===== config.mk =====
export PLATFORM = sky130hd
export DESIGN_NAME = flush_control_unit
export DESIGN_NICKNAME = d
export VERILOG_FILES = /design/src/rtl/flush_control_unit.sv
export SDC_FILE = /design/constraint.sdc
export NUM_CORES = 1
export LEC_CHECK = 0
export CAP_MARGIN = 20
export CORE_UTILIZATION = 33
export DETAILED_ROUTE_END_ITERATION = 16
export HOLD_SLACK_MARGIN = 0.12
export PLACE_DENSITY = 0.89
export SLEW_MARGIN = 15
export SYNTH_ARGS = -nofsm -noshare
export SYNTH_HDL_FRONTEND = slang
export SYNTH_SLANG_ARGS = --single-unit

===== constraint.sdc =====
create_clock -name clk -period 4.3 [get_ports clk]
set_input_delay 0.43 -clock clk [delete_from_list [all_inputs] [get_ports clk]]
set_output_delay 0.43 -clock clk [all_outputs]
set_load 0.01 [all_outputs]

===== src/rtl/flush_control_unit.sv =====
// -----------------------------------------------------------------------------
// flush_control_unit
//
// Control-hazard squash controller for the LC-3b pipeline. When any redirect
// source fires (branch, JMP, JSR, TRAP, ...) the following FLUSH_DEPTH
// wrong-path instruction slots have their side-effect control bits and
// redirect bits forced to zero. When LOAD_WAIT=1, a slot holding a load
// (LDR/LDB/LDI) is squashed for one extra cycle. The redirecting instruction
// itself always passes through unsquashed, with zero-cycle latency.
//
// Optional feature macro: FLUSH_STATS_EN
//   defined   -> flush_count / squash_cycles are live saturating counters,
//                cleared by stats_clear or reset.
//   undefined -> both counters are tied to 0, stats_clear is ignored.
//
// Ports:
//   clk           in   pipeline clock
//   reset_n       in   asynchronous active-low reset
//   stall         in   pipeline stall, freezes FSM progress
//   redirect_in   in   [NUM_SRC]  per-source redirect requests
//   ctrl_in       in   [NUM_CTRL] raw side-effect control bits
//   slot_opcode   in   [4]        opcode of the instruction in the monitored slot
//   ctrl_out      out  [NUM_CTRL] squashed control bits
//   redirect_out  out  [NUM_SRC]  squashed redirect bits
//   flush_active  out  1 while a squash state is active
//   flush_slot    out  current slot index (0 when idle)
//   stats_clear   in   synchronous statistics clear
//   flush_count   out  [16] redirect events accepted
//   squash_cycles out  [16] cycles with flush_active=1
// -----------------------------------------------------------------------------
module flush_control_unit #(
    parameter int FLUSH_DEPTH = 3,
    parameter int NUM_CTRL    = 3,
    parameter int NUM_SRC     = 4,
    parameter int LOAD_WAIT   = 1
) (
    input  logic                               clk,
    input  logic                               reset_n,
    input  logic                               stall,
    input  logic [NUM_SRC-1:0]                 redirect_in,
    input  logic [NUM_CTRL-1:0]                ctrl_in,
    input  logic [3:0]                         slot_opcode,
    output logic [NUM_CTRL-1:0]                ctrl_out,
    output logic [NUM_SRC-1:0]                 redirect_out,
    output logic                               flush_active,
    output logic [$clog2(FLUSH_DEPTH+1)-1:0]   flush_slot,
    input  logic                               stats_clear,
    output logic [15:0]                        flush_count,
    output logic [15:0]                        squash_cycles
);

    localparam int SLOT_W = $clog2(FLUSH_DEPTH + 1);
    localparam logic [SLOT_W-1:0] LAST_SLOT = SLOT_W'(FLUSH_DEPTH);
    localparam logic [SLOT_W-1:0] ONE_SLOT  = SLOT_W'(1);

    // LC-3b load opcodes (lc3b_opcode encodings)
    localparam logic [3:0] OP_LDB = 4'b0010;
    localparam logic [3:0] OP_LDR = 4'b0110;
    localparam logic [3:0] OP_LDI = 4'b1010;

    generate
        if (FLUSH_DEPTH < 1 || FLUSH_DEPTH > 15) begin : g_bad_depth
            $error("flush_control_unit: FLUSH_DEPTH must be in 1..15");
        end
    endgenerate

    typedef enum logic [1:0] {
        ST_IDLE  = 2'b00,
        ST_FLUSH = 2'b01,
        ST_WAIT  = 2'b10
    } state_e;

    state_e              state_q, state_d;
    logic [SLOT_W-1:0]   slot_q,  slot_d;
    logic                is_load;
    logic                flush_start;

    assign is_load = (slot_opcode == OP_LDR) || (slot_opcode == OP_LDB) ||
                     (slot_opcode == OP_LDI);

    // NOTE: every signal written here gets a default first, so no path through
    // the case leaves a value unassigned and no latch is inferred.
    always_comb begin
        state_d      = state_q;
        slot_d       = slot_q;
        flush_start  = 1'b0;
        ctrl_out     = '0;
        redirect_out = '0;
        flush_active = 1'b1;
        flush_slot   = slot_q;

        case (state_q)
            ST_IDLE: begin
                ctrl_out     = ctrl_in;
                redirect_out = redirect_in;
                flush_active = 1'b0;
                flush_slot   = '0;
                // A stalled redirect is simply re-evaluated next cycle.
                if (|redirect_in && !stall) begin
                    state_d     = ST_FLUSH;
                    slot_d      = ONE_SLOT;
                    flush_start = 1'b1;
                end
            end

            ST_FLUSH: begin
                if (!stall) begin
                    if (LOAD_WAIT != 0 && is_load) begin
                        state_d = ST_WAIT;
                    end else if (slot_q >= LAST_SLOT) begin
                        state_d = ST_IDLE;
                        slot_d  = '0;
                    end else begin
                        slot_d  = slot_q + ONE_SLOT;
                    end
                end
            end

            ST_WAIT: begin
                if (!stall) begin
                    if (slot_q >= LAST_SLOT) begin
                        state_d = ST_IDLE;
                        slot_d  = '0;
                    end else begin
                        state_d = ST_FLUSH;
                        slot_d  = slot_q + ONE_SLOT;
                    end
                end
            end

            default: begin
                // Illegal encoding: keep outputs squashed and recover to IDLE.
                state_d    = ST_IDLE;
                slot_d     = '0;
                flush_slot = '0;
            end
        endcase

        // Outputs are combinational, so reset must gate them directly to
        // reach their reset values without waiting for a clock.
        if (!reset_n) begin
            ctrl_out     = '0;
            redirect_out = '0;
            flush_active = 1'b0;
            flush_slot   = '0;
            flush_start  = 1'b0;
        end
    end

    // NOTE: sequential state is updated only with non-blocking assignments so
    // every flop samples the pre-edge values regardless of block ordering.
    always_ff @(posedge clk or negedge reset_n) begin
        if (!reset_n) begin
            state_q <= ST_IDLE;
            slot_q  <= '0;
        end else begin
            state_q <= state_d;
            slot_q  <= slot_d;
        end
    end

`ifdef FLUSH_STATS_EN
    logic [15:0] flush_count_q,   flush_count_d;
    logic [15:0] squash_cycles_q, squash_cycles_d;

    always_comb begin
        flush_count_d   = flush_count_q;
        squash_cycles_d = squash_cycles_q;
        if (stats_clear) begin
            // Clear takes priority over a same-cycle increment.
            flush_count_d   = '0;
            squash_cycles_d = '0;
        end else begin
            if (flush_start && flush_count_q != 16'hFFFF) begin
                flush_count_d = flush_count_q + 16'd1;
            end
            if (flush_active && squash_cycles_q != 16'hFFFF) begin
                squash_cycles_d = squash_cycles_q + 16'd1;
            end
        end
    end

    always_ff @(posedge clk or negedge reset_n) begin
        if (!reset_n) begin
            flush_count_q   <= '0;
            squash_cycles_q <= '0;
        end else begin
            flush_count_q   <= flush_count_d;
            squash_cycles_q <= squash_cycles_d;
        end
    end

    assign flush_count   = flush_count_q;
    assign squash_cycles = squash_cycles_q;
`else
    logic unused_stats;
    assign unused_stats  = stats_clear ^ flush_start;
    assign flush_count   = '0;
    assign squash_cycles = '0;
`endif

endmodule


## Yosys cells after proc, flatten, opt, wreduce, memory -nomap -nowiden

Index checks and enable logic that the tools add are counted.
W data, S select, Z words.

| word-level totals | value |
|---|---|
| flip-flop bits (word level) | 4 |
| bits in latches | 0 |
| memory bits (writable) | 0 |
| bits in read-only memories | 0 |
| input bits | 15 |
| output and inout port bits | 42 |
| logic and storage cells | 43 |
| memories | 0 |

| cells by class | value |
|---|---|
| add/sub/neg operators | 1 |
| $mul | 0 |
| div/mod/pow operators | 0 |
| magnitude comparators | 1 |
| eq/ne operators | 10 |
| shift operators | 0 |
| mux-type cells | 20 |
| bitwise logic cells | 0 |
| reduce and logical (&&, ||, !) cells | 9 |

Operators by type and width:

| operator | count |
|---|---|
| $mux W2 | 11 |
| $pmux W2 S3 | 2 |
| $mux W4 | 2 |
| $ne A2 B2 Y1 const B | 4 |
| $reduce_and A4 Y1 | 2 |
| $mux W3 | 2 |
| $eq A4 B2 Y1 const B | 1 |
| $eq A4 B3 Y1 const B | 1 |
| $eq A4 B4 Y1 const B | 1 |
| $reduce_or A4 Y1 | 1 |
| $mux W1 | 3 |
| $ne A3 B3 Y1 const B | 1 |
| $add A2 B1 Y2 const B | 1 |
| $eq A2 B1 Y1 const B | 1 |
| $eq A2 B2 Y1 const B | 1 |
| $ge A2 B2 Y1 const B | 1 |
| $logic_not A2 Y1 | 1 |
| $logic_or A1 B1 Y1 | 2 |
| $reduce_or A2 Y1 | 1 |
| $logic_and A1 B1 Y1 | 1 |
| $logic_not A1 Y1 | 1 |

## Logic depth before layout (Yosys ltp)

Gate-level depths: netlist (run 1).

| depth | value |
|---|---|
| depth after elaboration | 6 |
| mapped depth | 6 |
| mapped depth without buffers | 6 |

## Least setup slack after synthesis (run 1)

No wires, ideal clock.

| timing path | value |
|---|---|
| path type | register to register |
| start point | register state_q[0] |
| end point | register slot_q[0] |
| setup time | 0.125 ns |
| arrival | 1.448 ns |
| required time | 4.175 ns |
| path slack | 2.727 ns |
| stages on the path, launching flop included | 7 |
| buffers on the path | 0 |
| period minus slack after synthesis | 1.573 ns |
| path through | dfrtp_1 > inv_1 > ha_1 > o21a_1 > o22ai_2 > a21bo_4 > mux2_4 |

| on the way | value |
|---|---|
| word-level cells in the longest chain between the ends | 3 |
| elaborated cells between the ends (all ways) | 9 |
| those cells by class | eq/ne (6); mux (1); reduce/logical (2) |

RTL lines:

| item | line | text |
|---|---|---|
| start, declared | 73 | `state_e state_q, state_d;` |
| start signal, assigned | 157 | `state_q <= state_d;` |
| $eq A2 B1 Y1, or another cell as far along | 92 | `case (state_q)` |
| $ne A2 B2 Y1 (no source line) | n/a |  |
| $reduce_and A4 Y1 (no source line) | n/a |  |
| end signal, assigned | 158 | `slot_q <= slot_d;` |
| end, declared | 74 | `logic [SLOT_W-1:0] slot_q, slot_d;` |

Parallel ways exist; a longest one is shown, timed or not.
A chain may end at the register's enable or synchronous reset.

## Worst setup path in the final report (run 1)

| timing path | value |
|---|---|
| start point | input reset_n |
| end point | output flush_slot[1] |

| on the way | value |
|---|---|
| word-level cells in the longest chain between the ends | 1 |

RTL lines:

| item | line | text |
|---|---|---|
| start, declared | 38 | `input logic reset_n,` |
| $mux W2 | 141 | `if (!reset_n) begin` |
| end, declared | 46 | `output logic [$clog2(FLUSH_DEPTH+1)-1:0] flush_slot,` |

No other way between the ends.

==> results of run 1 <==
==> metrics by stage <==
| step | hold WS [ns] | instance area [um2] | utilization, % |
|---|---|---|---|
| 6_report | 0.493 | 803 | 45.1 |
| 5_1_grt | 0.527 | 803 | 45.1 |
| 4_1_cts | 0.488 | 803 | 45.1 |
| 3_5_place_dp | 0.529 | 781 | 43.8 |
| 3_3_place_gp | 0.520 | 781 | 43.8 |
| 2_1_floorplan | 0.134 | 763 | - |
==> logic make-up (layout without fill, tap and decap cells) <==
family / Yosys count / count (layout) / share of synthesized area, %
fa+ha+maj: 5 / 5 / 9.67
mux: 4 / 4 / 7.93
buf+inv: 37 / 30 / 40.0
compound gates: 7 / 7 / 9.86
flops: 4 / 4 / 15.5
other cells: 1 / 32 / 0.580
simple gates: 17 / 17 / 16.4
==> area by class of cell <==
cell class	count	area [um2]	share of cell area, %
Clock buffer	3	22.5	2.80
Inverter	4	15.0	1.87
Tap cell	25	31.3	3.89
Multi-Input combinational cell	65	404	50.3
Sequential cell	4	100	12.5
Timing Repair Buffer	23	230	28.7
==> layout by cell type (no fill, tap or decap) <==
master           instances
and3_1                   9
nor4_2                   1
ha_1                     5
inv_1                    4
clkbuf_4                 3
o21ai_1                  1
a21oi_1                  2
mux2_1                   1
conb_1                  32
o21a_1                   1
dfrtp_1                  4
mux2i_1                  1
a211oi_2                 1
a21bo_4                  1
nor2b_1                  1
and3b_1                  1
nand3b_1                 1
mux2_4                   2
nor2_1                   3
clkdlybuf4s50_1         23
nand2_1                  1
o22ai_2                  1
==> final timing paths <==
kind	start	to	depth (start not counted)
min in group clk	slot_q[1]	slot_q[1]	1
worst max-delay path	reset_n	flush_slot[1]	3
worst max register to register	state_q[1]	slot_q[0]	6
max in group asynchronous	reset_n	slot_q[1]	1
worst min-delay path	reset_n	state_q[0]	1
worst min register to register	slot_q[1]	slot_q[1]	1
==> flip-flops by register name (all words and copies together) (netlist names) <==
signal   flops
slot_q       2
state_q      2
==> worst max-delay path: stages <==
cell and delay (ns):
clkdlybuf4s50_1 0.70, and3_1 0.22, clkdlybuf4s50_1 0.53
==> power by group through the flow <==
stage | combinational (mW) | clock [mW] | sequential [mW]
2_1_floorplan | 0.202 | 0 | 0.0681
3_3_place_gp | 0.250 | 0 | 0.0695
4_1_cts | 0.262 | 0.0480 | 0.0708
5_1_grt | 0.287 | 0.0508 | 0.0726
6_report | 0.261 | 0.0453 | 0.0706
3_5_place_dp | 0.260 | 0 | 0.0713
==> routing by layer <==
metal,up-vias,global-route usage [%]
li1,234,-
met1,223,7.49
met2,34,16.6
met3,0,3.53
met4,0,5.29
met5,-,0
==> metrics.csv, run 1 <==
metric,value,unit
outcome,completed,
crit path kind,primary input to output port,
crit path max fanout,14,
combinational share of power,69.2,%
"area leader, netlist",buf_4,
TritonCTS clock tree,yes,
first-pass GRT wire length,1280,um
Max IR drop VDD,0.170,mV
register-to-register setup slack,2.61,ns
largest net degree at the start of global routing,15,
synthesis-stage register bit count,4,
crit path launch type,primary input,
Tot GR Track Use,8.78,%
Power Total,0.377,mW
Initial Util,36.3,%
Synth top cells by count,"32 x buf_4, 9 x and3_1, 5 x ha_1, 4 x dfrtp_1, 4 x inv_1",
Metal-1 WL,378,um
# rows,15,
max capacitance violation total,0,
hold_buf cts,0,
period utilization,53.9,%
P_sw,0.149,mW
via count,491,
final WL,1030,um
Die Y,46.3,um
Power Density,469,nW/um2
Synth-to-Final Area Change,24.2,%
Clk pwr share,12.0,%
highest clock rate,0.431,GHz
GP Congestion,0.697,
Non-Filler Instances,124,
number of routed nets with antenna violations,0,
ys async rst share,100,%
TritonRoute pass-1 iters,1,
share of layout cells above drive strength 1,9.09,%
Post-synth top flop,dfrtp_1,
fillers,176,
final hold vios,0,
CP endpoint kind,output port,
residual DRC count,0,
Internal Dissipation,0.228,mW
most frequent cell after synthesis,buf_4,
Setup WS pre-CTS,1.96,ns
Inst Count DP,121,
Setup WS post-layout,1.98,ns
critical path data required time,3.87,ns
total number of yosys warnings,0,
Sw Share,39.6,%
Seq pwr share,18.7,%
setup TNS,0,ns
core box area,1780,um2
min-delay worst type,primary input to asynchronous set/reset pin,
Post-synth EDFFs,0,
initial antenna violation count,0,
Post-Syn Instances,75,
layout net count,121,
Clock Latency Late Sink,0.23,ns
met2 WL,544,um
cell area after synthesis,647,um2
die width,46.3,um
DR iter-0 viols,0,
"Remaining Overflow, GRT",0,
Clock H-tree levels,1,
uppermost layer routed,met3,
number of vias per cell,3.96,
Mean Syn Cell Area,8.62,um2
number of global-route vias before repair,343,
"Reg clk slew, reported paths",0.04,ns
Num CTS Buffers,3,
"Setup violations, final",0,
diode count,0,
Worst Skew,0.00230,ns
largest cells by area after synthesis,"buf_4 37%, dfrtp_1 15%, ha_1 9.7%, and3_1 8.7%, mux2_4 4.6%",
Setup Buffers After CTS,0,
DPL Wire Length,876,um
sequential area share after synthesis,15.5,%
Avg WL per Cell,8.31,um
RSZ-0062 raised after global routing,false,
clk sinks,4,
crit path DAT,1.89,ns
clk buf depth,2,
total die area,2140,um2
LEAKAGE,0.424,nW
minimum clock period after layout,2.32,ns
post-synth top area share,37.1,%
clock root cell,clkbuf_4,
routed length on met3,108,um
Max Slew Vio Count,0,
PostCTS Resize Cnt,0,
port bufs,23,
Yosys cell types,22,
IO Count,57,
Note: power is estimated with default switching activity, not from simulation.
==> run 2: changes to the inputs <==
--- a/config.mk
+++ b/config.mk
@@ -6,10 +6,10 @@
 export NUM_CORES = 1
 export LEC_CHECK = 0
 export CAP_MARGIN = 20
-export CORE_UTILIZATION = 33
+export CORE_UTILIZATION = 31
 export DETAILED_ROUTE_END_ITERATION = 16
 export HOLD_SLACK_MARGIN = 0.12
-export PLACE_DENSITY = 0.89
+export PLACE_DENSITY = 0.85
 export SLEW_MARGIN = 15
 export SYNTH_ARGS = -nofsm -noshare
 export SYNTH_HDL_FRONTEND = slang
==> constraint.sdc (replaced) <==
create_clock -name clk -period 2.28 [get_ports clk]
set_input_delay 0.228 -clock clk [delete_from_list [all_inputs] [get_ports clk]]
set_output_delay 0.228 -clock clk [all_outputs]
set_load 0.01 [all_outputs]
==> run 2 against run 1 <==
Sequential share of layout area about the same. Non-clock buffer count unchanged. Register-to-register slack worse by 2.1 ns. Largest power group unchanged. Final area up 0.31%. Clock skew down 0.0015 ns. Critical endpoint is now ctrl_out[1].
==> metrics.csv, run 2 (synthesized netlist as in run 1, its figures left out) <==
metric,value,unit,change
outcome,completed,,
initial antenna violation count,0,,unchanged
Avg WL per Cell,8.92,um,+7.4%
core box area,1960,um2,+10%
Power Density,887,nW/um2,+89%
Setup crit end,ctrl_out[1],,
FF-to-FF End,slot_q[1],,
Top Registers,"slot_q x2, state_q x2",,
Power Total,0.715,mW,+90%
diode count,0,,unchanged
GP Congestion,0.780,,+12%
total die area,2270,um2,+6.2%
period utilization,90.2,%,
Multi-input gate area,404,um2,unchanged
DR iter-0 viols,1,,+1
TritonRoute pass-1 iters,3,,+2
Initial Util,33.0,%,-3.3 points
crit path DAT,1.83,ns,-0.06 ns
Die Y,47.7,um,+3.0%
final hold vios,0,,unchanged
Synth-to-Final Area Change,24.6,%,
"commonest non-fill, non-tap cell in the layout",conb_1,,
crit path launch type,register,,
layout net count,121,,unchanged
final WL,1120,um,+9.1%
fillers,193,,+9.7%
max capacitance violation total,0,,unchanged
critical path data required time,2.05,ns,-1.82 ns
fin util,41.1,%,-4.0 points
Clk pwr share,11.6,%,-0.4 points
minimum clock period after layout,2.06,ns,
hold_buf cts,0,,unchanged
combinational share of power,69.4,%,+0.2 points
origin of the worst setup path,state_q[0],,
die width,47.7,um,+3.0%
number of global-route vias before repair,425,,+24%
share of layout cells above drive strength 1,9.09,%,unchanged
min-delay worst type,primary input to asynchronous set/reset pin,,
"Setup violations, final",0,,unchanged
setup TNS,0,ns,unchanged
DPL Wire Length,950,um,+8.5%
Worst Skew,0.000761,ns,-0.00154 ns
Clock H-tree levels,1,,unchanged
reg-to-reg critical path startpoint,state_q[0],,
most frequent cells in the layout,"32 x conb_1, 23 x clkdlybuf4s50_1, 9 x and3_1",,
RSZ-0062 raised after global routing,false,,
FF+latch area,100,um2,unchanged
Max IR drop VDD,0.294,mV,+73%
PostCTS Resize Cnt,0,,unchanged
Tot GR Track Use,9.87,%,+1.1 points
reg2reg path depth,6,,unchanged
Max Slew Vio Count,0,,unchanged
Sw Share,39.9,%,+0.34 points
port bufs,23,,unchanged
clock root cell,clkbuf_4,,
Num CTS Buffers,3,,unchanged
Internal Dissipation,0.430,mW,+89%
residual DRC count,0,,unchanged
clk sinks,4,,unchanged
"Reg clk slew, reported paths",0.03,ns,about the same
first-pass GRT wire length,1500,um,+18%
register-to-register setup slack,0.55,ns,-2.06 ns
LEAKAGE,0.424,nW,unchanged
P_sw,0.285,mW,+91%
crit path kind,register to output port,,
number of routed nets with antenna violations,0,,unchanged
TritonCTS clock tree,yes,,
CP endpoint kind,output port,,
Setup Buffers After CTS,0,,unchanged
crit path max fanout,11,,-3
IO Count,57,,unchanged
Clock Latency Late Sink,0.23,ns,about the same
highest clock rate,0.486,GHz,
Seq pwr share,19.0,%,+0.3 points
via count,512,,+4.3%
# rows,16,,+1
number of vias per cell,4.06,,+2.6%
"Remaining Overflow, GRT",0,,unchanged
clk buf depth,2,,unchanged
largest net degree at the start of global routing,15,,unchanged
run 2: layout make-up:
type                       instances  share of cell area (%)
timing repair buffer              23                    28.6
clock buffer                       3                    2.80
multi-input combinational         65                    50.2
inverter                           4                    1.86
tap                               27                    4.19
sequential                         4                    12.4
run 2: critical path, stage by stage, from the launching register on:
cell	delay, ns
dfrtp_1	0.41
inv_1	0.10
ha_1	0.35
and3_1	0.21
clkdlybuf4s50_1	0.53
run 2: how the worst min path moves through the flow:
stage                   start    endpoint  slack (ns)  cells after the start
floorplan             reset_n   slot_q[0]       -0.07                      0
global placement    slot_q[1]   slot_q[1]        0.52                      1
detailed placement  slot_q[1]   slot_q[1]        0.53                      1
CTS                   reset_n   slot_q[0]        0.30                      1
global route          reset_n  state_q[0]        0.34                      1
finish                reset_n  state_q[0]        0.30                      1
run 2: power by group through the flow:
stage | sequential, mW | combinational [mW] | clock, mW
after floorplan | 0.128 | 0.381 | 0
after detailed placement | 0.137 | 0.497 | 0
after CTS | 0.136 | 0.500 | 0.0892
after global placement | 0.131 | 0.472 | 0
after global routing | 0.140 | 0.551 | 0.0894
final | 0.136 | 0.496 | 0.0831
run 2: per-layer routing:
layer	GRT usage, %	wire [um]	part of all wire, %
met5	0	0	0
met1	6.11	356	32
met4	7.78	0	0
met2	20.8	630	56
met3	3.77	137	12
run 2: through the flow:
step	instances	instance area (um2)	worst slack [ns]	hold WS (ns)
floorplan	106	763	0.707	-0.0676
global placement	123	783	0.351	0.520
detailed placement	123	783	0.329	0.530
CTS	126	806	0.199	0.299
global route	126	806	0.143	0.340
finish	126	806	0.223	0.300
